`config.mk`:
```
export PLATFORM = sky130hd
export DESIGN_NAME = data_mem_responder
export DESIGN_NICKNAME = d
export VERILOG_FILES = /design/src/rtl/data_mem_responder.sv
export SDC_FILE = /design/constraint.sdc
export NUM_CORES = 2
export LEC_CHECK = 0
export BUFFER_PORTS_ARGS = -buffer_cell sky130_fd_sc_hd__buf_2
export CAP_MARGIN = 20
export CORE_MARGIN = 5
export CORE_UTILIZATION = 25
export CTS_BUF_LIST = sky130_fd_sc_hd__clkbuf_4 sky130_fd_sc_hd__clkbuf_8
export CTS_CLUSTER_SIZE = 25
export DETAILED_ROUTE_END_ITERATION = 16
export GPL_TIMING_DRIVEN = 1
export PLACE_DENSITY_LB_ADDON = 0.15
export SLEW_MARGIN = 20
export SYNTH_ARGS = -nofsm -noshare
export SYNTH_HDL_FRONTEND = slang
export SYNTH_SLANG_ARGS = --single-unit
```
`constraint.sdc`:
```
create_clock -name clk -period 5.65 [get_ports clk]
set_input_delay 0 -clock clk [delete_from_list [all_inputs] [get_ports clk]]
set_output_delay 0 -clock clk [all_outputs]
set_load 0.02 [all_outputs]
```
`src/rtl/data_mem_responder.sv`:
```
// -----------------------------------------------------------------------------
// data_mem_responder
//
// Responder end of the CPU data-memory interface. It accepts one load/store
// request at a time over a valid/ready handshake, waits a configurable number
// of cycles, performs the access on a word-organised store with byte enables,
// and then holds a response until the requester takes it.
//
// Handshake rule (both channels): a transfer happens on the rising clk edge
// where valid && ready are both high. A source that raises valid keeps its
// payload stable until that edge.
//
// Ports:
//   clk        system clock, all state on the rising edge
//   rst        asynchronous, active-high reset (storage contents survive it)
//   req_valid  request present
//   req_ready  high only while idle; the request is captured on accept
//   req_we     1 = store, 0 = load
//   req_addr   byte address; word index is req_addr[31:2]
//   req_wdata  store data
//   req_be     store byte enables (bit i -> bits 8i+7:8i), ignored for loads
//   resp_valid response present, held until resp_ready
//   resp_ready requester accepts the response
//   resp_rdata load data; 0 for stores and errors
//   resp_err   address misaligned or beyond DEPTH_WORDS
//
// The FSM state is kept in the signal "state" (type state_t) so checkers can
// bind to it directly.
// -----------------------------------------------------------------------------
module data_mem_responder #(
    parameter int DEPTH_WORDS = 64,
    parameter int WAIT_CYCLES = 2
) (
    input  logic        clk,
    input  logic        rst,
    input  logic        req_valid,
    output logic        req_ready,
    input  logic        req_we,
    input  logic [31:0] req_addr,
    input  logic [31:0] req_wdata,
    input  logic [3:0]  req_be,
    output logic        resp_valid,
    input  logic        resp_ready,
    output logic [31:0] resp_rdata,
    output logic        resp_err
);

    localparam int AW = (DEPTH_WORDS > 1) ? $clog2(DEPTH_WORDS) : 1;

    typedef enum logic [1:0] {
        S_IDLE = 2'd0,
        S_WAIT = 2'd1,
        S_EXEC = 2'd2,
        S_RESP = 2'd3
    } state_t;

    state_t state;
    state_t state_nxt;

    logic [3:0]  wait_cnt;
    logic        cap_we;
    logic [31:0] cap_addr;
    logic [31:0] cap_wdata;
    logic [3:0]  cap_be;

    logic [31:0] mem [DEPTH_WORDS];

    logic          accept;
    logic          acc_err;
    logic [AW-1:0] acc_idx;

    assign accept  = req_valid && req_ready;
    assign acc_err = (cap_addr[1:0] != 2'b00) ||
                     (cap_addr[31:2] >= 30'(DEPTH_WORDS));
    assign acc_idx = cap_addr[AW+1:2];

    // Next-state and handshake outputs.
    always_comb begin
        state_nxt  = state;
        req_ready  = 1'b0;
        resp_valid = 1'b0;
        case (state)
            S_IDLE: begin
                req_ready = 1'b1;
                if (req_valid) state_nxt = S_WAIT;
            end
            S_WAIT: begin
                if (wait_cnt == 4'd0) state_nxt = S_EXEC;
            end
            S_EXEC: begin
                state_nxt = S_RESP;
            end
            S_RESP: begin
                resp_valid = 1'b1;
                if (resp_ready) state_nxt = S_IDLE;
            end
            default: state_nxt = S_IDLE;
        endcase
    end

    // The counter is loaded with the full WAIT_CYCLES on accept, so the WAIT
    // state always lasts WAIT_CYCLES+1 cycles (the first of those is the
    // request-register cycle). Together with the single EXEC cycle this puts
    // resp_valid high WAIT_CYCLES+2 edges after the accept edge, including
    // the zero-wait configuration.
    always_ff @(posedge clk or posedge rst) begin
        if (rst) begin
            state      <= S_IDLE;
            wait_cnt   <= 4'd0;
            cap_we     <= 1'b0;
            cap_addr   <= 32'd0;
            cap_wdata  <= 32'd0;
            cap_be     <= 4'd0;
            resp_rdata <= 32'd0;
            resp_err   <= 1'b0;
        end else begin
            state <= state_nxt;
            if (accept) begin
                cap_we    <= req_we;
                cap_addr  <= req_addr;
                cap_wdata <= req_wdata;
                cap_be    <= req_be;
                wait_cnt  <= 4'(WAIT_CYCLES);
            end else if (state == S_WAIT && wait_cnt != 4'd0) begin
                wait_cnt <= wait_cnt - 4'd1;
            end
            if (state == S_EXEC) begin
                resp_err   <= acc_err;
                resp_rdata <= (acc_err || cap_we) ? 32'd0 : mem[acc_idx];
            end
        end
    end

    // Storage is deliberately outside the reset domain. A reset that arrives
    // before the edge ending EXEC forces state to IDLE, so no write happens.
    always_ff @(posedge clk) begin
        if (state == S_EXEC && cap_we && !acc_err) begin
            for (int i = 0; i < 4; i++) begin
                if (cap_be[i]) mem[acc_idx][8*i +: 8] <= cap_wdata[8*i +: 8];
            end
        end
    end

endmodule

```
==> impl_metrics.csv <==
group,metric,value,unit
global_routing,use_met2,30.8,%
route,vias_per_cell,4.94,
floorplan,core_area,334000,um2
setup_path,crit_top_cell,"buf_4",
setup_path,arrival,4.92,ns
synth,synth_warnings,0,
route,drt_wl_total,338000,um
setup_path,r2r_cells,9,
sta,holdWs,0.150,ns
synth,muxShareOfSynthArea,9.89,%
power_and_ir_drop,p_int,32.8,mW
global_routing,grt_busiest_layer,"met2",
synth,synthArstFlopShare,5.01,%
route,ant_nets,0,
placed_design,gp_congestion,0.818,
route,drt_first_iter_violations,5456,
power_and_ir_drop,clock_power_share,27.5,%
sta,slew_violations,0,
sta,min_period,4.20,ns
clocking,cts_root_buf,"clkbuf_8",
power_and_ir_drop,leakagePower,32.6,nW
synth,synth_flop_cell,"edfxtp_1",
synth,synth.cell_area,83800,um2
synth,synth-compound-area-share,7.78,%
finish,fin_util,30.2,%
setup_path,path_class,"reg -> reg",
global_routing,grt_pass1_wl,455000,um
clocking,htree_levels,5,
sta,post-route-period-util,74.4,%
sta,skew,0.0981,ns
sta,hold_viol_final,0,
setup_path,crit_path_start,"cap_addr[24]",
clocking,cts.sinks,2156,
setup_path,crit_path_start_kind,"flip-flop",
sta,maxSlewHeadroom,25.8,%
sta,setup_viol,0,
finish,final_cell_mix,"edfxtp_1 (2048), clkbuf_8 (400), buf_4 (397)",
route,vias,50128,
synth,synth_edf_count,2048,
synth,syn_avg_cell_area,17.9,um2
setup_path,crit_cells,9,
finish,drive_gt1_share,27.8,%
setup_path,worstPathCellList,"or4_4, or3_1, nor4_2, and2_1, buf_4, nand2_8, buf_4, nor2_1, buf_4",
floorplan,die_w,589,um
power_and_ir_drop,power_density,528,nW/um2
finish,syn2layout_area_growth,20.2,%
setup_path,r2r_end,"mem[4][5]",
synth,ys_seq_area_share,76.6,%
global_routing,antenna_found_initial,39,
synth,synth.distinct_cells,72,
setup_path,cp.buffers_inverters,3,
sta,max_freq,238,MHz
status,status,"finished, final reports clean",
global_routing,use_met3,3.35,%
clocking,postCtsSetupBuffers,0,
sta,fin_tns_setup,0,ns
placed_design,portBuffers,107,
job,max_cap_viol_count,0,
finish,ff_latch_area,64300,um2
route,wl_per_cell,33.3,um
clocking,clk_path_buf_depth,4,
power_and_ir_drop,comb_power_share,33.4,%
hold_path,hold_class,"in -> async",
setup_path,critPathRequiredTime,6.37,ns
power_and_ir_drop,vdd_ir_drop_max,0.437,mV
setup_path,worstSetupEndpoint,"mem[4][5]",
finish,final_common_cell,"edfxtp_1",
global_routing,grt_util_met1,25.7,%
setup_path,worst-path-max-fanout,39,
sta,rsz0062_at_grt,"no",
synth,synth_fa_ha_area_share,0.0747,%
global_routing,grtUsageTotal,18.9,%
setup_path,cpLargestDelayFamily,"simple AND/OR/NAND/NOR gates",
clocking,cts_tree,"done",
synth,synth_xor_area_share,0.0314,%
synth,synthCells,4683,
route,drt-pass1-iter-count,7,
clocking,clk_pin_slew,0.06,ns
synth,syn-num-nets,4761,
floorplan,die_h,589,um
placed_design,hpwl,215000,um
setup_path,rrSetupSlack,1.45,ns
setup_path,r2r_start,"cap_addr[24]",
synth,synth-seq-cells,2156,
synth,yosys.area_share.simple,3.43,%
global_routing,first_global_vias,50323,
clocking,clock_latency,1.07,ns
route,drc,0,
sta,tightest_slew,1.10,ns
setup_path,cpMaxStageDelayCell,"nor2_1",
finish,nNetsFinal,5508,
setup_path,slowest_delay,0.74,ns
floorplan,start_util,25.1,%
floorplan,pin_count,108,
finish,fillerInstances,33078,
setup_path,cp-end-kind,"flip-flop",
clocking,post_cts_resize_count,0,
power_and_ir_drop,seq_power_share,39.2,%
power_and_ir_drop,power.switching,20.3,mW
synth,synth_top_family_by_area,"multiplexers",
global_routing,globalRouteOverflowTotal,0,
floorplan,dieArea,347000,um2
finish,multi_input_comb_area,17900,um2
clocking,cts_buffers,386,
power_and_ir_drop,switching_share,38.3,%
floorplan,core.rowCount,212,
global_routing,grt_max_degree,95,
[sequential cells by signal, summed over array words and instances, names as in the netlist]
signal and flops:
cap_be 4, cap_wdata 32, resp_err 1, cap_we 1, mem 2048, resp_rdata 32, wait_cnt 4, state 2
cap_addr 32
[how the worst min path moves through the flow]
stage,startpoint,endpoint,cells after the start
final,rst,cap_wdata[17],4
after global routing,rst,cap_wdata[17],4
after detailed placement,rst,cap_wdata[25],2
after CTS,rst,cap_wdata[17],4
after floorplan,req_valid,wait_cnt[0],1
after global placement,rst,cap_wdata[27],2
[metrics by stage]
step	std cells	power, mW	cell area (um2)	setup slack [ns]
floorplan	4683	29.8	83800	2.78
finish	10139	53.1	101000	1.45
CTS	10128	53.7	101000	1.38
global route	10134	54.9	101000	1.28
global placement	9270	38.8	91500	1.26
detailed placement	9272	38.8	91500	1.42
[repair_timing]
action | in CTS | in global routing
hold buffers | 157 | 0
endpoints found under the setup margin | 0 | 0
hold endpoints to repair | 183 | 0
[cell usage after synthesis, types with 15 or more instances]
master | number | area share [%]
buf_2 | 95 | 0.57
o22ai_1 | 260 | 1.9
buf_4 | 55 | 0.49
clkbuf_1 | 92 | 0.41
mux2i_1 | 223 | 2.7
o221ai_1 | 124 | 1.3
inv_1 | 16 | 0.072
mux2_2 | 200 | 2.7
buf_1 | 39 | 0.17
a211oi_1 | 32 | 0.29
mux4_2 | 169 | 4.5
o22a_1 | 26 | 0.27
nand3_1 | 17 | 0.10
o211ai_1 | 15 | 0.13
a221oi_1 | 23 | 0.24
dfrtp_1 | 108 | 3.2
a22oi_1 | 58 | 0.52
a21oi_1 | 101 | 0.60
nand2_1 | 203 | 0.91
edfxtp_1 | 2048 | 73
a2bb2oi_1 | 26 | 0.27
a22o_1 | 17 | 0.18
buf_6 | 32 | 0.43
nor2_1 | 355 | 1.6
a221o_1 | 20 | 0.24
o21ai_0 | 117 | 0.70
[layer usage]
metal | part of all wire (%) | wire length, um | up-vias
met2 | 47 | 160000 | 2004
li1 | - | - | 20627
met1 | 43 | 146000 | 27016
met5 | 0.0038 | 13 | -
met4 | 3.2 | 10900 | 2
met3 | 6.3 | 21200 | 479
[cell families (layout without fill, tap and decap cells)]
kind of cell    Yosys count  count (layout)
simple gates            670             670
other cells               0              11
flops                  2156            2156
buf+inv                 333            1391
xor+xnor                  3               3
fa+ha+maj                 5               5
compound gates          924             924
mux                     592             592
[power groups by stage]
stage / combinational [mW] / clock (mW) / sequential [mW]
after floorplan: 8.13 / 0 / 21.7
after global placement: 17.6 / 0 / 21.1
after detailed placement: 17.7 / 0 / 21.2
after CTS: 17.9 / 15.0 / 20.8
after global routing: 18.3 / 15.7 / 20.9
final: 17.7 / 14.6 / 20.8
[worst reg2reg max path, stage by stage (launching register included)]
cell and delay [ns]:
dfrtp_1 0.37, or4_4 0.52, or3_1 0.37, nor4_2 0.31, and2_1 0.23, buf_4 0.32
nand2_8 0.25, buf_4 0.40, nor2_1 0.75, buf_4 0.34
[layout make-up]
class,count,share of cell area (%)
sequential,2156,63.8
clock buffer,556,6.63
inverter,19,0.0857
multi-input combinational,2194,17.8
tap,4387,5.45
clock inverter,143,0.913
antenna,11,0.0273
timing repair buffer,673,5.27
Note: power is estimated with default switching activity, not from simulation.
